**config.mk**
```make
export PLATFORM = sky130hd
export DESIGN_NAME = cross_bar_slave_arbiter
export DESIGN_NICKNAME = d
export VERILOG_FILES = /design/src/rtl/cross_bar_slave_arbiter.sv
export SDC_FILE = /design/constraint.sdc
export NUM_CORES = 1
export LEC_CHECK = 0
export CORE_UTILIZATION = 52
export CTS_BUF_LIST = sky130_fd_sc_hd__clkbuf_8
export CTS_CLUSTER_DIAMETER = 60
export DETAILED_ROUTE_END_ITERATION = 12
export PLACE_DENSITY = 0.89
export SETUP_SLACK_MARGIN = 0.1
export SLEW_MARGIN = 20
export SYNTH_ARGS = -nofsm -noshare
export SYNTH_HDL_FRONTEND = slang
export SYNTH_SLANG_ARGS = --single-unit
```
**constraint.sdc**
```tcl
create_clock -name clk -period 3.9 [get_ports clk]
set_clock_uncertainty 0.1 [all_clocks]
set_input_delay 0.585 -clock clk [delete_from_list [all_inputs] [get_ports clk]]
set_output_delay 0.585 -clock clk [all_outputs]
set_load 0.03 [all_outputs]
```
**src/rtl/cross_bar_slave_arbiter.sv**
```systemverilog
// Round-robin owner arbiter for one cross_bar slave port; holds the grant for the address phase and, for reads, the response.
// Optional watchdog release enabled by CROSS_BAR_ARB_TIMEOUT_EN.
module cross_bar_slave_arbiter #(
  parameter int N_MASTERS      = 4,
  parameter int ID_W           = $clog2(N_MASTERS),
  parameter int TIMEOUT_CYCLES = 256
) (
  input  logic                 clk,
  input  logic                 rst_n,
  input  logic [N_MASTERS-1:0] req_i,
  input  logic [N_MASTERS-1:0] req_wr_i,
  input  logic                 slave_ack_i,
  input  logic                 slave_resp_i,
  output logic [N_MASTERS-1:0] gnt_o,
  output logic [ID_W-1:0]      gnt_id_o,
  output logic                 busy_o,
  output logic                 timeout_o
);

  if (N_MASTERS < 2 || TIMEOUT_CYCLES < 2) begin : g_cfg_check
    $error("cross_bar_slave_arbiter: N_MASTERS and TIMEOUT_CYCLES must be >= 2");
  end

  typedef enum logic [1:0] {IDLE, ADDR, RESP} state_t;

  state_t                 state, state_nxt;
  logic [ID_W-1:0]        rr_ptr, rr_nxt;
  logic [ID_W-1:0]        win, id_nxt;
  logic                   win_vld;
  logic                   wr, wr_nxt;
  logic                   complete, to_resp, force_rel, release_evt;
  logic [N_MASTERS-1:0]   gnt_nxt;
  logic                   busy_nxt, tout_nxt;

  // First requester at or after rr_ptr, wrapping modulo N_MASTERS.
  always_comb begin
    int              m;
    logic [ID_W-1:0] idx;
    win     = '0;
    win_vld = 1'b0;
    m       = 0;
    idx     = '0;
    for (int k = 0; k < N_MASTERS; k++) begin
      m = int'(rr_ptr) + k;
      if (m >= N_MASTERS) m = m - N_MASTERS;
      idx = ID_W'(m);
      if (!win_vld && req_i[idx]) begin
        win     = idx;
        win_vld = 1'b1;
      end
    end
  end

  always_comb begin
    complete = 1'b0;
    to_resp  = 1'b0;
    case (state)
      ADDR: begin
        if (slave_ack_i) begin
          if (wr || slave_resp_i) complete = 1'b1;
          else                    to_resp  = 1'b1;
        end else if (!req_i[gnt_id_o]) begin
          complete = 1'b1;
        end
      end
      RESP:    complete = slave_resp_i;
      default: complete = 1'b0;
    endcase
  end

`ifdef CROSS_BAR_ARB_TIMEOUT_EN
  localparam int WD_W = $clog2(TIMEOUT_CYCLES);
  logic [WD_W-1:0] wdog;

  assign force_rel = (state != IDLE) && !complete && (wdog == WD_W'(TIMEOUT_CYCLES - 1));

  always_ff @(posedge clk) begin
    if (!rst_n)             wdog <= '0;
    else if (state == IDLE) wdog <= '0;
    else                    wdog <= wdog + WD_W'(1);
  end
`else
  assign force_rel = 1'b0;
`endif

  assign release_evt = complete || force_rel;

  always_ff @(posedge clk) begin
    if (!rst_n) begin
      state     <= IDLE;
      gnt_o     <= '0;
      gnt_id_o  <= '0;
      busy_o    <= 1'b0;
      rr_ptr    <= '0;
      wr        <= 1'b0;
      timeout_o <= 1'b0;
    end else begin
      state     <= state_nxt;
      gnt_o     <= gnt_nxt;
      gnt_id_o  <= id_nxt;
      busy_o    <= busy_nxt;
      rr_ptr    <= rr_nxt;
      wr        <= wr_nxt;
      timeout_o <= tout_nxt;
    end
  end

  always_comb begin
    state_nxt = state;
    case (state)
      IDLE:    if (win_vld) state_nxt = ADDR;
      ADDR: begin
        if (release_evt)  state_nxt = IDLE;
        else if (to_resp) state_nxt = RESP;
      end
      RESP:    if (release_evt) state_nxt = IDLE;
      default: state_nxt = IDLE;
    endcase
  end

  // Release always lands in IDLE, which guarantees one bubble before the next grant.
  always_comb begin
    gnt_nxt  = gnt_o;
    id_nxt   = gnt_id_o;
    busy_nxt = busy_o;
    rr_nxt   = rr_ptr;
    wr_nxt   = wr;
    tout_nxt = 1'b0;
    case (state)
      IDLE: begin
        if (win_vld) begin
          gnt_nxt  = N_MASTERS'(1) << win;
          id_nxt   = win;
          busy_nxt = 1'b1;
          wr_nxt   = req_wr_i[win];
        end
      end
      ADDR, RESP: begin
        if (release_evt) begin
          gnt_nxt  = '0;
          busy_nxt = 1'b0;
          rr_nxt   = (gnt_id_o == ID_W'(N_MASTERS - 1)) ? '0 : gnt_id_o + ID_W'(1);
          tout_nxt = force_rel;
        end
      end
      default: begin
        gnt_nxt  = '0;
        busy_nxt = 1'b0;
      end
    endcase
  end

endmodule

```
Yosys cells after proc, flatten, opt, wreduce, memory -nomap -nowiden
Index checks and enable logic that the tools add are counted.
{"block": "word_totals", "in_bits": 12, "out_inout_bits": 8, "reg_bits": 12}
{"block": "op_classes", "n_eq_ne": 7, "n_reduce_logical": 13, "order_cmp": 10, "muxes": 43, "add_sub_neg": 8, "shift": 1}
{"cell": "two-way mux 2 bit", "count": 13}
{"cell": "less-than comparator 2 x 3 -> 1 bit, second input constant", "count": 6}
{"cell": "two-way mux 1 bit", "count": 18}
{"cell": "binary-select mux 1 bit (select 2 bit)", "count": 6}
{"cell": ">= comparator 3 bit, second input constant", "count": 3}
{"cell": "two-way mux 4 bit", "count": 2}
{"cell": "case mux 4 bit (2 select lines)", "count": 1}
{"cell": "subtractor 2 x 1 -> 2 bit, second input constant", "count": 4}
{"cell": "adder 2 x 2 -> 3 bit, second input constant", "count": 2}
{"cell": "!= test 2 bit, second input constant", "count": 3}
{"cell": "case mux 2 bit (3 select lines)", "count": 1}
{"cell": "AND reduction 2 bit", "count": 3}
{"cell": "== test 2 bit, second input constant", "count": 2}
{"cell": "case mux 1 bit (2 select lines)", "count": 2}
{"cell": "<< shifter 1 x 2 -> 4 bit, first input constant", "count": 1}
{"cell": "adder 2 x 1 -> 3 bit, second input constant", "count": 1}
{"cell": ">= comparator 2 x 3 -> 1 bit, second input constant", "count": 1}
{"cell": "logical AND 1 bit", "count": 3}
{"cell": "logical NOT 1 bit", "count": 3}
{"cell": "!= test 3 bit, second input constant", "count": 1}
{"cell": "AND reduction 3 bit", "count": 1}
{"cell": "adder 2 x 1 -> 2 bit, second input constant", "count": 1}
{"cell": "== test 2 x 1 -> 1 bit, second input constant", "count": 1}
{"cell": "logical NOT 2 bit", "count": 1}
{"cell": "other kinds (2)", "count": 2}

Longest topological paths before layout
Gate-level depths: netlist (run 1).
{"block": "depth", "depth_word": 17, "ltp_mapped": 7, "depth_no_buf": 7}

Worst setup path after synthesis (run 1)
OpenSTA, ideal clock, no wires.
{"block": "synth_timing", "kind": "register -> register", "startpoint": "register gnt_id_o[0]", "endpoint": "register gnt_o[3]", "path_stages_with_launch": 6, "arrival_time_ns": 1.734, "synth_period_minus_slack_ns": 1.951, "n_path_buf": 0, "path_slack_ns": 1.949, "path_cell_list": "dfxtp_1 > mux4_2 > nand2_2 > a21boi_1 > o21a_2 > a22o_1"}
{"block": "synth_via", "elab_chain_cells": 7}
{"item": "start, declared", "line_no": "15", "text": "output logic [ID_W-1:0] gnt_id_o,"}
{"item": "start signal, assigned", "line_no": "100", "text": "gnt_id_o <= id_nxt;"}
{"item": "binary-select mux 1 bit (select 2 bit)", "line_no": "62", "text": "end else if (!req_i[gnt_id_o]) begin"}
{"item": "two-way mux 1 bit (implied by the code)", "line_no": "62"}
{"item": "two-way mux 1 bit", "line_no": "62"}
{"item": "two-way mux 1 bit", "line_no": "59", "text": "if (slave_ack_i) begin"}
{"item": "case mux 1 bit (2 select lines)", "line_no": "57", "text": "case (state)"}
{"item": "!= test 2 bit (no source line)"}
{"item": "AND reduction 2 bit (no source line)"}
{"item": "end signal, assigned", "line_no": "99", "text": "gnt_o <= gnt_nxt;"}
{"item": "end, declared", "line_no": "14", "text": "output logic [N_MASTERS-1:0] gnt_o,"}
No other way between the ends. The select of a mux whose other input is x is not followed.
A chain may end at the register's enable or synchronous reset.

Worst setup path in the final report (run 1)
{"block": "layout_timing", "startpoint": "input port req_i[3]", "endpoint": "register gnt_o[2]"}
{"block": "layout_via", "elab_chain_cells": 15, "word_cells_on_any_way": 33, "cone_classes": "eq/ne (2); shift (1); mux (23); reduce/logical (7)"}
{"item": "start, declared", "line_no": "10", "text": "input logic [N_MASTERS-1:0] req_i,"}
{"item": "binary-select mux 1 bit (select 2 bit)", "line_no": "47", "text": "if (!win_vld && req_i[idx]) begin"}
{"item": "two-way mux 1 bit (implied by the code)", "line_no": "47"}
{"item": "two-way mux 1 bit", "line_no": "47"}
{"item": "logical NOT 1 bit", "line_no": "47"}
{"item": "logical AND 1 bit", "line_no": "47"}
{"item": "two-way mux 1 bit", "line_no": "47"}
{"item": "logical NOT 1 bit", "line_no": "47"}
{"item": "logical AND 1 bit", "line_no": "47"}
{"item": "two-way mux 1 bit", "line_no": "47"}
{"item": "logical NOT 1 bit", "line_no": "47"}
{"item": "logical AND 1 bit", "line_no": "47"}
{"item": "two-way mux 2 bit", "line_no": "47"}
{"item": "<< shifter 1 x 2 -> 4 bit", "line_no": "132", "text": "gnt_nxt = N_MASTERS'(1) << win;"}
{"item": "two-way mux 4 bit", "line_no": "131", "text": "if (win_vld) begin"}
{"item": "case mux 4 bit (2 select lines)", "line_no": "129", "text": "case (state)"}
Several ways; a longest one is shown, not always the timed one. The select of a mux whose other input is x is not followed.

==> results of run 1 <==
==> state kept, by name, indices dropped and copies added (netlist names) <==
| signal | cells |
|---|---|
| busy_o | 1 |
| gnt_id_o | 2 |
| gnt_o | 4 |
| rr_ptr | 2 |
| state | 2 |
| wr | 1 |
==> power by group through the flow <==
| stage | logic [mW] | clock network [mW] | registers [mW] |
|---|---|---|---|
| 2_1_floorplan | 0.185 | 0 | 0.210 |
| 3_3_place_gp | 0.288 | 0 | 0.182 |
| 3_5_place_dp | 0.295 | 0 | 0.182 |
| 4_1_cts | 0.298 | 0.138 | 0.180 |
| 5_1_grt | 0.327 | 0.143 | 0.185 |
| 6_report | 0.297 | 0.134 | 0.180 |
==> cells in the mapped netlist, types with 2 or more instances <==
cell type and n:
sky130_fd_sc_hd__dfxtp_1 12, sky130_fd_sc_hd__a21oi_1 9, sky130_fd_sc_hd__nand2_1 8, sky130_fd_sc_hd__inv_1 5
sky130_fd_sc_hd__ha_1 4, sky130_fd_sc_hd__mux2i_1 4, sky130_fd_sc_hd__nor2_1 4, sky130_fd_sc_hd__nand2b_1 3
sky130_fd_sc_hd__nand3_1 3, sky130_fd_sc_hd__o21ai_0 3, sky130_fd_sc_hd__o2bb2ai_1 3, sky130_fd_sc_hd__nor2b_1 2
sky130_fd_sc_hd__nor3_1 2, sky130_fd_sc_hd__nor4_1 2, sky130_fd_sc_hd__o21a_1 2
==> how the worst min path moves through the flow <==
stage                     startpoint         to  depth (start not counted)
after floorplan            rr_ptr[0]  rr_ptr[0]                          2
after global placement      gnt_o[2]   gnt_o[2]                          1
after detailed placement    gnt_o[2]   gnt_o[2]                          1
after CTS                     busy_o     busy_o                          1
after global routing          busy_o     busy_o                          1
final                         busy_o     busy_o                          1
==> stage by stage <==
step                      total power, mW  utilization
final                              0.6108       0.7481
after global routing               0.6549       0.7481
after CTS                          0.6165       0.7481
after detailed placement           0.4776       0.7058
after global placement             0.4704       0.7058
after floorplan                    0.3945            -
==> layer usage <==
layer  wire length, µm  up-vias  GRT usage
li1                  -      345          -
met1               694      317     0.2947
met2               719       18     0.3689
met3                92        4    0.05682
met4                29        0     0.1293
met5                 0        -          0
==> layout make-up <==
class                           instances  area, µm²
Multi-Input combinational cell         66      460.4
Timing Repair Buffer                   18      180.2
Inverter                                5      18.77
Tap cell                               15      18.77
Sequential cell                        12      240.2
Fill cell                             105      327.8
Clock buffer                            4      55.05
==> cells by family (layout without fill, tap and decap cells) <==
family	count (synthesis)	after routing	synth area share
AOI/OAI and AO/OA	25	25	0.2427
adders and majority gates	4	4	0.06838
buffers and inverters	7	27	0.04274
DFF	12	12	0.3282
muxes	5	5	0.08547
other	1	1	0.005123
and+or+nand+nor	31	31	0.2274
==> summary by stage, run 1 <==
Setup path
STA classifies the critical path endpoint as a register. The end of the critical path is gnt_o[2]. STA classifies the critical path startpoint as an input port.

The most critical setup path has its startpoint at req_i[3]. The signal on the critical path passes through clkdlybuf4s50_1 -> mux4_2 -> nand2_2 -> a21boi_1 -> o21a_2 -> a21o_1. For this design, the slowest cell found on the critical path is sky130_fd_sc_hd__mux4_2. For the worst setup path, the data arrival time is between 2 and 2.5 ns. The largest fanout on the critical path is 6. The critical path data required time is 3.94 ns. The logic depth of the worst register-to-register path is 7. The startpoint identified for the worst register-to-register timing path is state[0]. The largest stage delay on the critical path is 0.51 ns. The category of cells accounting for the largest share of critical-path delay is compound AO/OA/AOI/OAI gates. The setup check on the worst reg-to-reg path leaves a slack of 1.92 ns. The critical path in this run is classified as input port to register.

Together, buffers and inverters on the worst path number 1. In this run the number of cells on the critical path is 6. The capture instance of the worst register-to-register path is gnt_o[0].

STA
At the pin with the least slew margin, the transition time is between 0.6 and 0.7 ns. Timing would allow up to ~450 MHz. The final sum of negative setup slack is 0 ns. Setup repair after global routing left no endpoint under its margin. The shortest period the worst path allows is 2.232 ns. The worst pin sits at a relative slew slack of 0.5380. Final hold analysis gives a worst-case slack of 0.3690 ns. Setup violations remaining at the end of the flow were counted as 0. The final-report max-slew violation count is 0. The final-report hold violation count is 0.

The least setup slack across all paths after layout is between 1.5 and 2 ns. In the finished design, the share of the clock period the worst path needs comes to 0.5723.

Drt
After detailed routing, the number of vias per cell comes to between 5 and 6. In the final routed layout, each cell accounts on average for between 10 and 15 µm. After detailed routing, the number of remaining DRC violations is 0. The antenna violation net count after detailed routing is 0. The detailed-router iteration count before antenna repair is 4. Summed over all layers, the routed wires come to between 1.5 and 2 mm. The detailed router placed between 600 and 700 vias in this run. In this run, the number of DRC markers left after iteration 0 of detailed routing was 11.

Hold path
The tightest min-delay check is of the register to register type.

Clock tree
The TritonCTS clock tree is yes. Clock-pin slew was measured on the worst setup and hold paths at around 0.050 ns. The longest clock path from root to sink contains 2 buffers. In this run the number of H-tree levels came out at 1.

The number of hold buffers added after CTS was 0. The clock latency on the worst-skew pair is 0.24 ns. The number of cells upsized or downsized after cts is 0. The TritonCTS buffer count is 3. The buffer cell driving the clock tree root is sky130_fd_sc_hd__clkbuf_8. Buffers added to address setup during post-CTS repair amount to 0.

The count of clock tree sinks is 12.

Final layout
The count of nets after finishing is 122. 0 antenna diodes ended up in the layout. The share of layout cells above drive strength 1 is 0.1048.

In the layout the commonest cells are sky130_fd_sc_hd__clkdlybuf4s50_1, sky130_fd_sc_hd__dfxtp_1, sky130_fd_sc_hd__a21oi_1, sky130_fd_sc_hd__nand2_1, sky130_fd_sc_hd__inv_1. The most common library cell in the layout ignoring fill and taps is sky130_fd_sc_hd__clkdlybuf4s50_1. The cell area after layout is about 970 µm². Relative to the synthesized area, the layout overhead comes to 32.99%. The finished layout holds 120 standard cells, fillers aside.

Global route
The aggregate global-route resource usage is 0.2366. The initial antenna violation count is 0. The aggregate global routing overflow is 0. Entering global routing, the biggest net connects 8 pins.

The via count of the first global-routing pass was ~600. The first-pass GRT wire length is around 2.4 mm.

Yosys
Sorting the synthesized cells by area gives the leading types as sky130_fd_sc_hd__dfxtp_1, sky130_fd_sc_hd__ha_1, sky130_fd_sc_hd__a21oi_1. The area share of the largest cell type after synthesis is 0.3282. For this run, the register share of the synthesized area comes to 0.3282. The netlist area before placement is between 700 and 800 µm². The proportion of synthesized flip-flops having asynchronous set or reset is 0.

After technology mapping, the gate count stands at 85. The number of nets in the synthesized netlist is between 100 and 150. The commonest register cell after synthesis is sky130_fd_sc_hd__dfxtp_1.

The count of flip-flops with a built-in enable after synthesis is 0. Each instance of the synthesized netlist takes up on average 8.611 µm². The netlist uses 34 different library cells. The synthesized design contains 12 register bits. Yosys printed 0 warnings. Summed over all instances, the cell type with the most area after synthesis is sky130_fd_sc_hd__dfxtp_1.

Power and ir drop
For this design the ratio of total power to cell area is 627.5 mW/mm². The switching power is 239.9 µW. The static power due to leakage is roughly 0.38 nW. The internal power component is about 370 µW. Of the total power, the share spent switching nets is 0.3927.

Across the VDD grid, the largest voltage drop is ~380 µV. The clock network power share is 0.219. The combinational share of power is 0.486. The share of total power in sequential cells is 0.294.

Placement
The setup slack after placement is between 1 and 1.5 ns. The congestion estimate from routability-driven global placement came to about 0.75. The post-detailed-placement half-perimeter wirelength is between 1 and 1.5 mm. After detailed placement, the total cell area comes to roughly 920 µm². The total instance count after detailed placement is around 120. Input and output buffers added on the ports amount to 18.

Die
For this configuration, the core starts out at a cell density of 0.5625. The die covers about 0.0016 mm². From left edge to right edge, the die measures just under 40 µm. The height of the die is ~40 µm. The total number of placement rows is 13. The core region is around 0.0013 mm². In this run the count of I/O pins placed on the die edge is 20.

Job
The tool flagged a number of max-cap violations equal to 0.

Run status
The flow ran to the end, and the final reports show no timing, DRC or antenna violations.
(Power assumes the default switching activity.)
==> inputs of run 2 (changes only) <==
CORE_UTILIZATION = 48   (was 52)
PLACE_DENSITY = 0.84   (was 0.89)
clock period = 2.3 ns   (was 3.9 ns; I/O delays follow)
==> run 2 against run 1 <==
Power increased by 77%. Via count increased by 1.3%. Die area increased by 7.9%. Critical path depth increased by 1. Clock power increased by 70%. Final area increased by 5.0%. First-iteration DRC count decreased by 36%. Non-clock buffer count increased by 6. Highest routed layer unchanged. Worst setup slack got worse by 1.3 ns. Count of clock-buffer cells in the layout unchanged. Worst hold slack got worse by 0.0045 ns. Combinational power increased by 83%.
==> summary by stage, run 2 (synthesis gave the netlist of run 1 again) <==
Global route
Entering global routing, the biggest net connects 8 pins. The via count of the first global-routing pass is about 600. The total overflow left after global routing is 0.

The first-pass GRT wire length is between 2 and 2.5 mm. The initial antenna violation count is 0. The aggregate global-route resource usage is 0.2300.

STA
The final-report hold violation count came to 0. Setup repair after global routing left no endpoint under its margin. The maximum clock frequency is approximately 520 MHz. The final-report max-slew violation count is 0. For the final routed database, the setup TNS stands at 0 ns.

The final clock period utilization by the worst path is 0.8426. The shortest period the worst path allows is slightly below 2 ns. Setup violations remaining at the end of the flow were counted as 0.

Power and ir drop
Power spread over the standard cell area amounts to about 1100 mW/mm². The total power of the final layout is 1.080 mW. VDD sags by at most 638.8 µV.

For this design the static power due to leakage is 0.4131 nW.

Clock tree
The clock edge transition at the registers on the reported setup and hold paths is about 0.050 ns. The hold-fix buffer count after cts is 0. The maximum buffer depth of the clock tree is 2. In this run the post-CTS setup repair buffer count came out at 0. The clock latency on the worst-skew pair is 0.24 ns. The TritonCTS clock tree is yes.

The TritonCTS buffer count is 3. After clock tree synthesis, the repair step resized 0 gates. The clock net in this run drives a total of 12 sinks. In this run the number of H-tree levels came out at 1.

The cell sitting at the root of the clock tree is a sky130_fd_sc_hd__clkbuf_8.

Setup path
The category of the most critical setup path is register to register. Of all nets on the critical path, the largest fanout is 6. The origin of the critical flop-to-flop path is state[0]. At the worst endpoint, the arrival time is between 1.5 and 2 ns. The kind of capture point of the worst setup path is a register. The element type at the critical path start is a register. Data on the critical path is required at its endpoint by 2.33 ns. The critical path starts at state[0].

Final layout
The repair_antennas step left the layout with diodes totalling 0. Leaving out fill and tap cells, the most frequent cell in the layout is sky130_fd_sc_hd__clkdlybuf4s50_1. The flip-flop count of the largest register after layout is 4.

Measured on the finished design, the core utilization comes to 0.7482. Counting flops per register, the top entry is gnt_o. The area occupied by multi-input gates is 464.2 µm².

The cell area after layout is approximately 0.001 mm². The number of inserted filler cells in the final layout is roughly 110. Summing all flip-flop and latch instances after layout gives about 240 µm². The count of nets after finishing is roughly 130. Once layout is complete, the cells apart from fillers number around 130.

The share of layout cells above drive strength 1 is 0.1622. Compared with the post-synthesis result, the final layout area differs by 39.66%. The library cells used most frequently in the layout, excluding fill and tap cells, are sky130_fd_sc_hd__clkdlybuf4s50_1, sky130_fd_sc_hd__dfxtp_1, sky130_fd_sc_hd__a21oi_1, sky130_fd_sc_hd__nand2_1, sky130_fd_sc_hd__buf_4.

Drt
The antenna violation net count after detailed routing is 0. The first detailed-routing pass ran for 4 iterations. After detailed routing, the number of remaining DRC violations is 0. The mean routed wirelength per cell is between 10 and 15 µm. The detailed router finished its first iteration with 7 violations. The via count is around 690.

Dividing the detail-routed via count by the number of cells gives about 5.5. The post-detailed-routing wire length is roughly 1.7 mm.

Placement
The global placer's final weighted congestion is ~0.80. The total instance count after detailed placement is 122. The post-detailed-placement half-perimeter wirelength is between 1 and 1.5 mm. The cell area reported after detailed placement is approximately 960 µm². The number of buffer cells added on primary ports is 18.

Job
Across the run, the number of max-cap violations was 0.

Hold path
The origin of the worst min-delay path is gnt_o[2]. The path category of the worst min-delay check is register to register.

Die
20 I/O pins were placed. The initialized floorplan defines 13 standard-cell rows. The area of the placeable core is about 0.0014 mm².

The area of the die is between 0.0015 and 0.002 mm². The die boundary width is approximately 40 µm. The die is just over 40 µm tall.

For this configuration, the core starts out at a cell density of 0.5357.

Run status
The flow ran to the end, and the final reports show no timing, DRC or antenna violations.
run 2: cell types whose count changed in the layout (fill, tap and decap cells not counted), sizes merged:
cell  change
buf       +6
run 2: report_power, final:
part	total, mW	switching, mW	internal (mW)
Combinational	0.543	0.306	0.238
Sequential	0.309	0.0438	0.265
Clock	0.228	0.0773	0.151
run 2: layout make-up:
type,instances,area share
Clock buffer,4,0.05386
Timing Repair Buffer,24,0.2203
Inverter,5,0.01836
Multi-Input combinational cell,66,0.4541
Sequential cell,12,0.2350
Tap cell,15,0.01836
run 2: layer usage:
| layer | vias up | global-route usage | routed length (µm) | part of all wire |
|---|---|---|---|---|
| li1 | 356 | - | - | - |
| met1 | 310 | 0.2541 | 795 | 0.48 |
| met2 | 22 | 0.4258 | 760 | 0.46 |
| met3 | 5 | 0.01630 | 72 | 0.043 |
| met4 | 0 | 0.1250 | 36 | 0.022 |
| met5 | - | 0 | 0 | 0 |
run 2: critical path: stages, from the launching register on:
cell                       delay, ns
sky130_fd_sc_hd__dfxtp_1        0.35
sky130_fd_sc_hd__inv_1          0.07
sky130_fd_sc_hd__ha_1           0.23
sky130_fd_sc_hd__o21ai_0        0.32
sky130_fd_sc_hd__o21ai_4        0.13
sky130_fd_sc_hd__a21boi_2       0.28
sky130_fd_sc_hd__nor3_1         0.10
sky130_fd_sc_hd__a22o_1         0.25
run 2: final timing paths:
| path | slack [ns] | end | depth (start not counted) |
|---|---|---|---|
| max reg2reg | 0.36 | gnt_o[3] | 7 |
| max | 0.36 | gnt_o[3] | 7 |
| min reg2reg | 0.36 | gnt_o[2] | 1 |
| min | 0.36 | gnt_o[2] | 1 |
run 2: through the flow:
stage	hold slack [ns]	worst slack [ns]
6_report	0.3645	0.3621
5_1_grt	0.3875	0.2177
4_1_cts	0.3623	0.2170
3_5_place_dp	0.3448	0.07539
3_3_place_gp	0.3427	0.1084
2_1_floorplan	0.3452	0.3491
